$ cat src/rtl/fetch_stage_pkg.sv
// Shared core constants for the fetch front end: datapath width, instruction
// width, sequential PC step and the canonical NOP encoding.
package fetch_stage_pkg;

    localparam int unsigned CORE_BITS = 32;
    localparam int unsigned INSTR_W   = 32;
    localparam int unsigned PC_INCR   = 4;
    localparam logic [INSTR_W-1:0] NOP_INSTR = 32'h0000_0013;

    // Occupancy of the two-entry fetch buffer (0..2).
    typedef logic [1:0] fifo_cnt_t;

endpackage

$ cat src/rtl/fetch_stage_buffer.sv
// Two-entry shift FIFO between IMEM and decode. Entry 0 is always the head,
// so the head and valid flag leave the block straight from flops.
module fetch_buffer
    import fetch_stage_pkg::*;
#(
    parameter int unsigned W = 64
) (
    input  logic         clk,
    input  logic         rst_n,
    input  logic         i_push,
    input  logic         i_pop,
    input  logic         i_flush,
    input  logic [W-1:0] i_push_data,
    output fifo_cnt_t    o_count,
    output logic         o_valid,
    output logic [W-1:0] o_head
);

    fifo_cnt_t    r_count;
    logic         r_valid;
    logic [W-1:0] r_entry0;
    logic [W-1:0] r_entry1;

    fifo_cnt_t    w_count_next;
    logic [W-1:0] w_entry0_next;
    logic [W-1:0] w_entry1_next;

    always_comb begin
        // NOTE: every always_comb output gets a default first so no path can infer a latch.
        w_count_next  = r_count;
        w_entry0_next = r_entry0;
        w_entry1_next = r_entry1;
        if (i_flush) begin
            w_count_next = '0;
        end else if (i_push && i_pop) begin
            if (r_count == 2'd2) begin
                w_entry0_next = r_entry1;
                w_entry1_next = i_push_data;
            end else begin
                w_entry0_next = i_push_data;
            end
        end else if (i_push) begin
            if (r_count == 2'd0) w_entry0_next = i_push_data;
            else                 w_entry1_next = i_push_data;
            w_count_next = r_count + 2'd1;
        end else if (i_pop) begin
            w_entry0_next = r_entry1;
            w_count_next  = r_count - 2'd1;
        end
    end

    // NOTE: storage is reset too, because decode must read zero on out_pc/out_instr during reset.
    always_ff @(posedge clk or negedge rst_n) begin
        if (!rst_n) begin
            // NOTE: sequential state is always assigned with non-blocking <=.
            r_count  <= '0;
            r_valid  <= 1'b0;
            r_entry0 <= '0;
            r_entry1 <= '0;
        end else begin
            r_count  <= w_count_next;
            r_valid  <= (w_count_next != 2'd0);
            r_entry0 <= w_entry0_next;
            r_entry1 <= w_entry1_next;
        end
    end

    assign o_count = r_count;
    assign o_valid = r_valid;
    assign o_head  = r_entry0;

    a_no_overflow: assert property (@(posedge clk) disable iff (!rst_n)
        !(i_push && !i_pop && !i_flush && r_count == 2'd2));

    a_no_underflow: assert property (@(posedge clk) disable iff (!rst_n)
        !(i_pop && !i_flush && r_count == 2'd0));

endmodule

$ cat src/rtl/fetch_stage.sv
// Instruction fetch: issues IMEM reads under a credit limit of two (buffered
// plus in flight), tags responses with their PC and handles redirects.
module fetch_stage
    import fetch_stage_pkg::*;
#(
    parameter int unsigned     bits            = CORE_BITS,
    parameter int unsigned     addr_width_IMEM = 10,
    parameter logic [bits-1:0] reset_pc        = '0
) (
    input  logic                       clk,
    input  logic                       async_reset,
    input  logic                       redirect_valid,
    input  logic [bits-1:0]            redirect_pc,
    output logic                       imem_req,
    output logic [addr_width_IMEM-1:0] imem_addr,
    input  logic [INSTR_W-1:0]         imem_rdata,
    output logic                       out_valid,
    input  logic                       out_ready,
    output logic [bits-1:0]            out_pc,
    output logic [INSTR_W-1:0]         out_instr
);

    localparam int unsigned ENTRY_W = bits + INSTR_W;

    logic [bits-1:0]    r_pc;
    logic [bits-1:0]    r_inflight_pc;
    logic               r_inflight;

    logic               w_pop;
    logic               w_push;
    logic               w_issue;
    logic               w_room;
    logic               w_pc_en;
    logic [bits-1:0]    w_pc_next;
    logic [2:0]         w_occ;
    fifo_cnt_t          w_count;
    logic               w_valid;
    logic [ENTRY_W-1:0] w_head;

    assign w_pop  = w_valid & out_ready;
    assign w_occ  = {1'b0, w_count} + {2'b00, r_inflight} - {2'b00, w_pop};
    assign w_room = (w_occ < 3'd2);

    // Gating with the reset pin keeps the strobe low during reset yet lets the
    // first request go out in the very cycle reset is released.
    assign w_issue = async_reset & ~redirect_valid & w_room;

    // A redirect kills the response arriving this cycle; responses issued
    // before a reset never count because r_inflight is cleared by it.
    assign w_push = r_inflight & ~redirect_valid;

    assign w_pc_en   = redirect_valid | w_issue;
    assign w_pc_next = redirect_valid ? (redirect_pc & ~bits'(3))
                                      : (r_pc + bits'(PC_INCR));

    always_ff @(posedge clk or negedge async_reset) begin
        if (!async_reset) begin
            r_pc <= reset_pc;
        end else if (w_pc_en) begin
            r_pc <= w_pc_next;
        end
    end

    always_ff @(posedge clk or negedge async_reset) begin
        if (!async_reset) begin
            r_inflight    <= 1'b0;
            r_inflight_pc <= '0;
        end else begin
            r_inflight <= w_issue;
            if (w_issue) r_inflight_pc <= r_pc;
        end
    end

    fetch_buffer #(
        .W (ENTRY_W)
    ) u_buffer (
        .clk         (clk),
        .rst_n       (async_reset),
        .i_push      (w_push),
        .i_pop       (w_pop),
        .i_flush     (redirect_valid),
        .i_push_data ({r_inflight_pc, imem_rdata}),
        .o_count     (w_count),
        .o_valid     (w_valid),
        .o_head      (w_head)
    );

    assign imem_req  = w_issue;
    assign imem_addr = r_pc[addr_width_IMEM+1:2];
    assign out_valid = w_valid;
    assign out_pc    = w_head[ENTRY_W-1:INSTR_W];
    assign out_instr = w_head[INSTR_W-1:0];

endmodule

$ cat config.mk
export PLATFORM = sky130hd
export DESIGN_NAME = fetch_stage
export DESIGN_NICKNAME = d
export VERILOG_FILES = /design/src/rtl/fetch_stage_pkg.sv /design/src/rtl/fetch_stage_buffer.sv /design/src/rtl/fetch_stage.sv
export SDC_FILE = /design/constraint.sdc
export NUM_CORES = 1
export LEC_CHECK = 0
export BUFFER_PORTS_ARGS = -buffer_cell sky130_fd_sc_hd__buf_4
export CAP_MARGIN = 20
export CORE_MARGIN = 5
export CORE_UTILIZATION = 35
export DETAILED_ROUTE_END_ITERATION = 10
export SKIP_CTS_REPAIR_TIMING = 1
export SLEW_MARGIN = 40
export SYNTH_ARGS = -nofsm -noshare
export SYNTH_HDL_FRONTEND = slang
export SYNTH_HIERARCHICAL = 1
export SYNTH_SLANG_ARGS = --single-unit
$ cat constraint.sdc
create_clock -name clk -period 4.5 [get_ports clk]
set_input_delay 0.9 -clock clk [delete_from_list [all_inputs] [get_ports clk]]
set_output_delay 0.9 -clock clk [all_outputs]
set_load 0.01 [all_outputs]
# Yosys cells after proc, flatten, opt, wreduce, memory -nomap -nowiden
# Index checks and enable logic that the tools add are counted.
word_totals:
  out_inout_bits: 76
  ff_bits: 196
  input_bits: 68
  elab_cells: 44
op_classes:
  n_bitwise: 6
  n_eq_ne: 4
  mux: 14
  magnitude_cmp: 1
  addsub: 5
  reduce_logical: 7
ops:
  columns: ["op", "count"]
  rows:
  - ["two-way mux 64 bit", 9]
  - ["adder 32 x 3 -> 32 bit (second input constant)", 1]
  - ["two-way mux 32 bit", 1]
  - ["two-way mux 2 bit", 4]
  - ["bitwise AND 1 bit", 4]
  - ["AND reduction 4 bit", 1]
  - ["nonzero test 2 bit", 2]
  - ["adder 2 x 1 -> 3 bit", 1]
  - ["less-than comparator 3 x 2 -> 1 bit (second input constant)", 1]
  - ["!= test 3 bit (second input constant)", 1]
  - ["AND reduction 3 bit", 1]
  - ["nonzero test 3 bit", 1]
  - ["subtractor 3 x 1 -> 3 bit", 1]
  - ["adder 2 x 1 -> 2 bit (second input constant)", 1]
  - ["equality test 2 bit (second input constant)", 1]
  - ["zero test 2 bit", 1]
  - ["!= test 2 x 1 -> 1 bit (second input constant)", 1]
  - ["!= test 2 bit (second input constant)", 1]
  - ["subtractor 2 x 1 -> 2 bit (second input constant)", 1]
  - ["logical AND 1 bit", 1]
  - ["inverter 1 bit", 1]
  - ["bitwise OR 1 bit", 1]

# Longest topological paths before layout
# Gate-level depths: netlist of the first run.
depth:
  ltp_word: 6
  depth_mapped: 11
  depth_no_buf: 10

# Hierarchy
# Netlist of the first run, hierarchy kept.
modules_own_cells:
  columns: ["module", "n_inst", "cells_per_inst", "area_each_um2", "seq_area_each_um2"]
  rows:
  - ["fetch_buffer", 1, 367, 5811.8, 3278.1]
  - ["fetch_stage", 1, 351, 3113.0, 1526.5]

# Worst setup path after synthesis of the first run
# Ideal clock, no wire load.
synth_path:
  path_kind: "in2out"
  from: "in out_ready"
  to: "out imem_req"
  arrival_time_ns: 2.896
  n_path_buf: 2
  stages: 9
  required_time_ns: 3.600
  slack_ns: 0.704
  cell_sequence: "and2_1 > ha_1 > nand2b_1 > fa_1 > xor2_1 > or2_1 > inv_1 > buf_2 > buf_2"
synth_between:
  elab_chain_cells: 4
synth_rtl:
  columns: ["item", "line", "source"]
  rows:
  - ["start: declaration", "fetch_stage.sv:18", "input logic out_ready,"]
  - ["bitwise AND 1 bit", "fetch_stage.sv:40", "assign w_pop = w_valid & out_ready;"]
  - ["subtractor 3 x 1 -> 3 bit", "fetch_stage.sv:41", "assign w_occ = {1'b0, w_count} + {2'b00, r_inflight} - {2'b00, w_pop};"]
  - ["less-than comparator 3 x 2 -> 1 bit", "fetch_stage.sv:42", "assign w_room = (w_occ < 3'd2);"]
  - ["bitwise AND 1 bit", "fetch_stage.sv:46", "assign w_issue = async_reset & ~redirect_valid & w_room;"]
  - ["end: declaration", "fetch_stage.sv:14", "output logic imem_req,"]
# No other way between the ends.

# Final worst setup path of the first run
layout_path:
  from: "in out_ready"
  to: "out imem_req"
layout_between:
  elab_chain_cells: 4
layout_rtl:
  columns: ["item", "line", "source"]
  rows:
  - ["bitwise AND 1 bit", "fetch_stage.sv:40", null]
  - ["via w_pop", "fetch_stage.sv:29", "logic w_pop;"]
  - ["subtractor 3 x 1 -> 3 bit", "fetch_stage.sv:41", null]
  - ["less-than comparator 3 x 2 -> 1 bit", "fetch_stage.sv:42", null]
  - ["bitwise AND 1 bit", "fetch_stage.sv:46", null]
# The timed path passes the listed nets, and every way through them passes these cells.

==> metrics.md, run 1 <==
| Metric | Value |
|---|---|
| Status | `completed` |
| Sw Pwr | `1940 uW` |
| Slew HR | `52.8%` |
| Vias in the first global route | `6,224` |
| I/O pins | `144` |
| Total core area | `25,200 sq um` |
| CTS Buffer Depth | `2` |
| Mean Syn Cell Area | `12.4 sq um` |
| Fraction of layout cells with a size suffix above 1 | `44.8%` |
| Adder-Cell Fraction of Synth Area | `0.785%` |
| Yosys cell types | `58` |
| Vias | `5,958` |
| Util after Layout | `43.1%` |
| Synth Area in XOR/XNOR | `0.393%` |
| Top area cells in the synthesized netlist | `dfrtp_1 54%, mux2_2 23%, nand2_1 5.5%` |
| R2r setup slk | `1310 ps` |
| Worst slew pin tran | `708 ps` |
| Nets | `925` |
| Slowest CP cell | `fa_1` |
| Reg power frac | `43.7%` |
| Initial antenna violation count | `1` |
| Yosys warnings | `6` |
| Tot GR Track Use | `14.7%` |
| Logic pwr share | `31.3%` |
| Post-synth top area share | `53.8%` |
| PwrDens | `571 nW/um^2` |
| Antenna-violating nets left | `0` |
| Largest family of logic cells by synthesized area | `multiplexers` |
| Final hold viol count | `0` |
| DRC Markers | `0` |
| Simple-gate portion of the synthesized area | `11.0%` |
| Count leader, synth | `dfrtp_1` |
| Startpoint types | `input pin` |
| EDFF count, synth | `0` |
| Final Slew Violations | `0` |
| Placement Cell Area | `10,200 sq um` |
| Maximum vdd drop | `0.279 mV` |
| Synthesized area | `8920 sq um` |
| Fin crit share | `83.1%` |
| Switching Share | `31.3%` |
| I/O Buffers | `141` |
| Root Driver | `clkbuf_16` |
| CTS tree | `built` |
| CP max FO | `6` |
| Num CTS Buffers | `17` |
| Die W | `170 um` |
| Setup TNS | `0 ps` |
| Max incr delay on CP | `370 ps` |
| Post-route cell area | `10,800 sq um` |
| Area Overhead vs Synth | `21.5%` |
| Post-synth ARST share | `100%` |
| Total Wirelength | `20,700 um` |
| Crit-path cells | `buf_4, and2_1, ha_1, nand2b_1, fa_1, xor2_1, buf_4, or2_2, inv_1, buf_4` |
| Setup Skew | `12.6 ps` |
| Unrepaired setup endpoints after global routing | `no` |
| P_int | `4250 uW` |
| Initial Util | `35.4%` |
| Tightest Hold Check Type | `input pin to asynchronous set/reset pin` |
| Setup-failing EPs final | `0` |
| Sequential area share after synthesis | `53.8%` |
| Die Span Y | `170 um` |
| DR pass1 iterations | `7` |
| Yosys top cell by area | `dfrtp_1` |
| Most used cell, CP | `buf_4` |
| CP Capture Type | `output pin` |
| Leakage | `0.00527 uW` |
| Register bit total from synthesis | `192` |
| WP data arrival | `2840 ps` |
| Post-synthesis mux area share | `24.2%` |
| TritonCTS sink count | `192` |
| Routed len/inst | `17.3 um` |
| Synth top cells by count | `192 x dfrtp_1, 182 x mux2_2, 131 x nand2_1, 17 x nor2_1, 16 x buf_2` |
| Clk pwr share | `25.0%` |
| CP Data Required Time | `3600 ps` |
| Final Wtd Congestion | `0.784` |
| DP HPWL | `14,100 um` |
| H-tree depth | `4` |
| Post-synthesis compound-gate area fraction | `5.59%` |
| Die area | `28,800 sq um` |
| Worst-Skew Late Latency | `440 ps` |
| Number of max-cap violations | `0` |
| Primary FF master, synth | `dfrtp_1` |
| Reg clk slew, reported paths | `70 ps` |
| Syn Inst Count | `718` |
| First-pass GRT wire length | `33,900 um` |
| Gr ovfl total | `0` |
| Final Critical Period | `3740 ps` |
| Fmax | `267 MHz` |
| Row count | `58` |
| Layout filler cell count | `2,378` |
| Largest net degree at the start of global routing | `56` |
| Setup CP Type | `input pin to output pin` |
| Via density | `4.99` |
| Starting DRT DRC Count | `376` |
## power by group through the flow
stage / sequential [uW] / combinational [uW] / clock [uW]
after floorplan: 2740 / 1220 / 0
after global placement: 2720 / 1940 / 0
after detailed placement: 2750 / 1970 / 0
after CTS: 2710 / 1980 / 1600
after global routing: 2800 / 2150 / 1670
final: 2710 / 1940 / 1550
## registers in the layout (all words and copies together) (netlist names)
name,cells
r_inflight,1
r_inflight_pc,30
r_pc,30
u_buffer/o_count,2
u_buffer/o_head,64
u_buffer/o_valid,1
u_buffer/r_entry1,64
## cell families after synthesis
group / count (synthesis)
buffers and inverters: 54
other: 1
adder cells (fa/ha/maj): 5
AO/OA/AOI/OAI: 62
multiplexers: 192
XOR/XNOR: 4
AND/OR/NAND/NOR: 208
flip-flops: 192
## worst paths after layout
| kind | startpoint | end | depth (start not counted) |
|---|---|---|---|
| max in group asynchronous | async_reset | r_pc[29] | 4 |
| worst min register to register | u_buffer/r_entry1[13] | u_buffer/r_entry1[13] | 1 |
| min in group clk | u_buffer/r_entry1[13] | u_buffer/r_entry1[13] | 1 |
| worst min-delay path | async_reset | u_buffer/o_head[10] | 1 |
| worst max register to register | u_buffer/o_valid | r_pc[25] | 12 |
| worst max-delay path | out_ready | imem_req | 10 |
## metrics by stage
stage,cells,hold WS [ps],power (uW),setup WS (ps)
floorplan,721,454,3960,704
global placement,1162,469,4660,706
detailed placement,1162,477,4720,676
CTS,1193,394,6290,721
global route,1195,411,6620,633
finish,1195,398,6190,759
## placed cells by master, fill, tap and decap left out, drive strengths merged, types with 3 or more instances in the layout
cell and n:
nor4 7, xnor2 3, or3 3, dfrtp 192
o21ai 14, nand4 14, nand2b 3, conb 4
clkbuf 18, nor3 6, nor2 18, a32oi 3
nand3 12, buf 156, a221o 7, and2 4
inv 15, o211ai 8, nand2 131, mux2 190
o311ai 10, clkinv 5, a31o 4, ha 4
## routing by layer
metal | up-vias | global-route usage, % | wire length, um
met1 | 2964 | 21.1 | 9900
met4 | 0 | 4.17 | 168
met2 | 164 | 22.3 | 9250
li1 | 2819 | - | -
met3 | 11 | 3.66 | 1380
met5 | - | 0 | 0
## worst max-delay path, delay by kind of cell
kind | cells | cell delay (ps)
and+or+nand+nor | 3 | 610
buffers and inverters | 4 | 500
xor gates and xnor gates | 1 | 170
adders and majority gates | 2 | 650
## cell type report
cell class | count | area, sq um | share of cell area [%]
Tap cell | 330 | 413 | 3.81
Clock buffer | 17 | 425 | 3.92
Sequential cell | 192 | 4800 | 44.3
Clock inverter | 14 | 171 | 1.58
Inverter | 9 | 33.8 | 0.311
Antenna cell | 1 | 2.50 | 0.0231
Multi-Input combinational cell | 475 | 3770 | 34.8
Timing Repair Buffer | 157 | 1220 | 11.3
(Power assumes the default switching activity.)
==> run 2, diff against run 1 <==
Clock period 4.5 ns to 3.8 ns, I/O delays scaled along.
==> metrics.md, run 2 (synthesized netlist as in run 1, its figures left out) <==
| Metric | Value |
|---|---|
| Row count | `58 (unchanged)` |
| Reg2reg start | `u_buffer/o_valid (unchanged)` |
| Tot GR Track Use | `14.9% (was 14.7%)` |
| Max incr delay on CP | `420 ps (was 370 ps)` |
| First-pass GRT wire length | `34,400 um (was 33,900 um)` |
| Logic pwr share | `31.7% (was 31.3%)` |
| Total core area | `25,200 sq um (unchanged)` |
| I/O Buffers | `141 (unchanged)` |
| Status | `completed (unchanged)` |
| CP max FO | `6 (unchanged)` |
| Sw Pwr | `2340 uW (was 1940 uW)` |
| Switching Share | `32.3% (was 31.3%)` |
| CP Data Required Time | `3040 ps (was 3600 ps)` |
| Worst-Skew Late Latency | `430 ps (was 440 ps)` |
| CTS tree | `built (unchanged)` |
| Slowest CP cell | `fa_1 (unchanged)` |
| Total Wirelength | `21,000 um (was 20,700 um)` |
| Initial Util | `35.4% (unchanged)` |
| R2R cell count | `11 (was 12)` |
| DR pass1 iterations | `5 (was 7)` |
| DP HPWL | `14,100 um (about the same)` |
| Final Slew Violations | `0 (unchanged)` |
| Crit-path cells | `buf_4, and2_1, ha_1, nand2b_1, fa_1, xor2_2, or2_2, clkinvlp_4, buf_4 (was buf_4, and2_1, ha_1, nand2b_1, fa_1, xor2_1, buf_4, or2_2, inv_1, buf_4)` |
| Setup TNS | `0 ps (unchanged)` |
| Reg clk slew, reported paths | `80 ps (was 70 ps)` |
| Final hold viol count | `0 (unchanged)` |
| Slew HR | `48.4% (was 52.8%)` |
| Unrepaired setup endpoints after global routing | `no (unchanged)` |
| Final Critical Period | `3630 ps` |
| I/O pins | `144 (unchanged)` |
| Most used cell, CP | `buf_4 (unchanged)` |
| P_int | `4910 uW (was 4250 uW)` |
| Antenna-violating nets left | `0 (unchanged)` |
| Worst slew pin tran | `768 ps (was 708 ps)` |
| Maximum vdd drop | `0.314 mV (was 0.279 mV)` |
| H-tree depth | `4 (unchanged)` |
| Largest net degree at the start of global routing | `76 (was 56)` |
| Setup-failing EPs final | `0 (unchanged)` |
| Vias | `6,017 (was 5,958)` |
| Reg power frac | `44.2% (was 43.7%)` |
| Nets | `926 (was 925)` |
| Fraction of layout cells with a size suffix above 1 | `45.2% (was 44.8%)` |
| Via density | `5.03 (was 4.99)` |
| Vias in the first global route | `6,200 (was 6,224)` |
| Routed len/inst | `17.5 um (was 17.3 um)` |
| Area Overhead vs Synth | `21.3% (was 21.5%)` |
| WP data arrival | `2870 ps (was 2840 ps)` |
| Starting DRT DRC Count | `430 (was 376)` |
| Num CTS Buffers | `17 (unchanged)` |
| TritonCTS sink count | `192 (unchanged)` |
| Final worst slack | `167 ps (was 759 ps)` |
| Die Span Y | `170 um (unchanged)` |
| Final Wtd Congestion | `0.801 (was 0.784)` |
| Fmax | `275 MHz` |
| R2r setup slk | `650 ps (was 1310 ps)` |
| Layout filler cell count | `2,387 (was 2,378)` |
| PwrDens | `670 nW/um^2 (was 571 nW/um^2)` |
| Setup Skew | `12.2 ps (was 12.6 ps)` |
| Clk pwr share | `24.0% (was 25.0%)` |
| Leakage | `0.00524 uW (was 0.00527 uW)` |
| DRC Markers | `0 (unchanged)` |
| Most common cell after layout, fill and taps aside | `dfrtp_1 (unchanged)` |
| CP Capture Type | `output pin (unchanged)` |
| Initial antenna violation count | `1 (unchanged)` |
| Number of max-cap violations | `0 (unchanged)` |
| Tightest Hold Check Type | `input pin to asynchronous set/reset pin (unchanged)` |
| CTS Buffer Depth | `2 (unchanged)` |
| Startpoint types | `input pin (unchanged)` |
| Gr ovfl total | `0 (unchanged)` |
| Worst reg2reg path endpoint | `r_pc[28] (was r_pc[25])` |
| Most frequent cells in the layout | `192 x dfrtp_1, 182 x mux2_2, 154 x buf_4 (was 192 x dfrtp_1, 182 x mux2_2, 153 x buf_4)` |
| Die W | `170 um (unchanged)` |
| Setup CP Type | `input pin to output pin (unchanged)` |
| Root Driver | `clkbuf_16 (unchanged)` |
| Die area | `28,800 sq um (unchanged)` |
| Pre-CTS setup slack | `94.9 ps (was 676 ps)` |
| Fin crit share | `95.6%` |
==> run 2: through the flow <==
stage | hold WS, ps | total power, uW | std cells | instance area [sq um] | util, %
floorplan | 454 | 4680 | 721 | 8940 | -
global placement | 470 | 5510 | 1164 | 10200 | 40.6
detailed placement | 481 | 5580 | 1164 | 10200 | 40.7
CTS | 498 | 7370 | 1196 | 10800 | 42.9
global route | 509 | 7770 | 1197 | 10800 | 43.0
finish | 474 | 7260 | 1197 | 10800 | 43.0
==> run 2: layout make-up <==
cell class	count	area (sq um)	share of cell area (%)
clock buffers	17	425	3.93
diodes	1	2.50	0.0231
multi-input cells	475	3780	34.9
repair buffers	158	1210	11.2
inverters	9	37.5	0.347
clock inverters	15	151	1.40
well taps	330	413	3.81
flip-flops and latches	192	4800	44.4
==> run 2: worst max-delay path by stage <==
stage / depth (start not counted) / startpoint / end / slack [ps]
3_5_place_dp: 9 / out_ready / imem_req / 90
3_3_place_gp: 9 / out_ready / imem_req / 120
4_1_cts: 8 / u_buffer/o_valid / imem_req / 80
5_1_grt: 8 / u_buffer/o_valid / imem_req / 30
2_1_floorplan: 9 / out_ready / imem_req / 280
6_report: 9 / out_ready / imem_req / 170
==> run 2: power groups by stage <==
stage	Clock [uW]	Combinational, uW	Sequential (uW)
after floorplan	0	1440	3240
after global placement	0	2290	3220
after detailed placement	0	2330	3250
after CTS	1800	2350	3220
after global routing	1900	2550	3320
final	1740	2300	3210
==> run 2: layer usage <==
metal | vias to the layer above | global-route usage (%) | part of all wire, %
met5 | - | 0 | 0
met4 | 0 | 3.61 | 1.1
met2 | 157 | 22.6 | 45
met3 | 15 | 3.28 | 5.3
li1 | 2817 | - | -
met1 | 3028 | 21.9 | 49
==> run 2: worst max-delay path: cells and delay by family <==
| family | cells | cell delay [ps] |
|---|---|---|
| buffers and inverters | 3 | 510 |
| XOR/XNOR | 1 | 340 |
| adder cells (fa/ha/maj) | 2 | 700 |
| AND/OR/NAND/NOR | 3 | 560 |
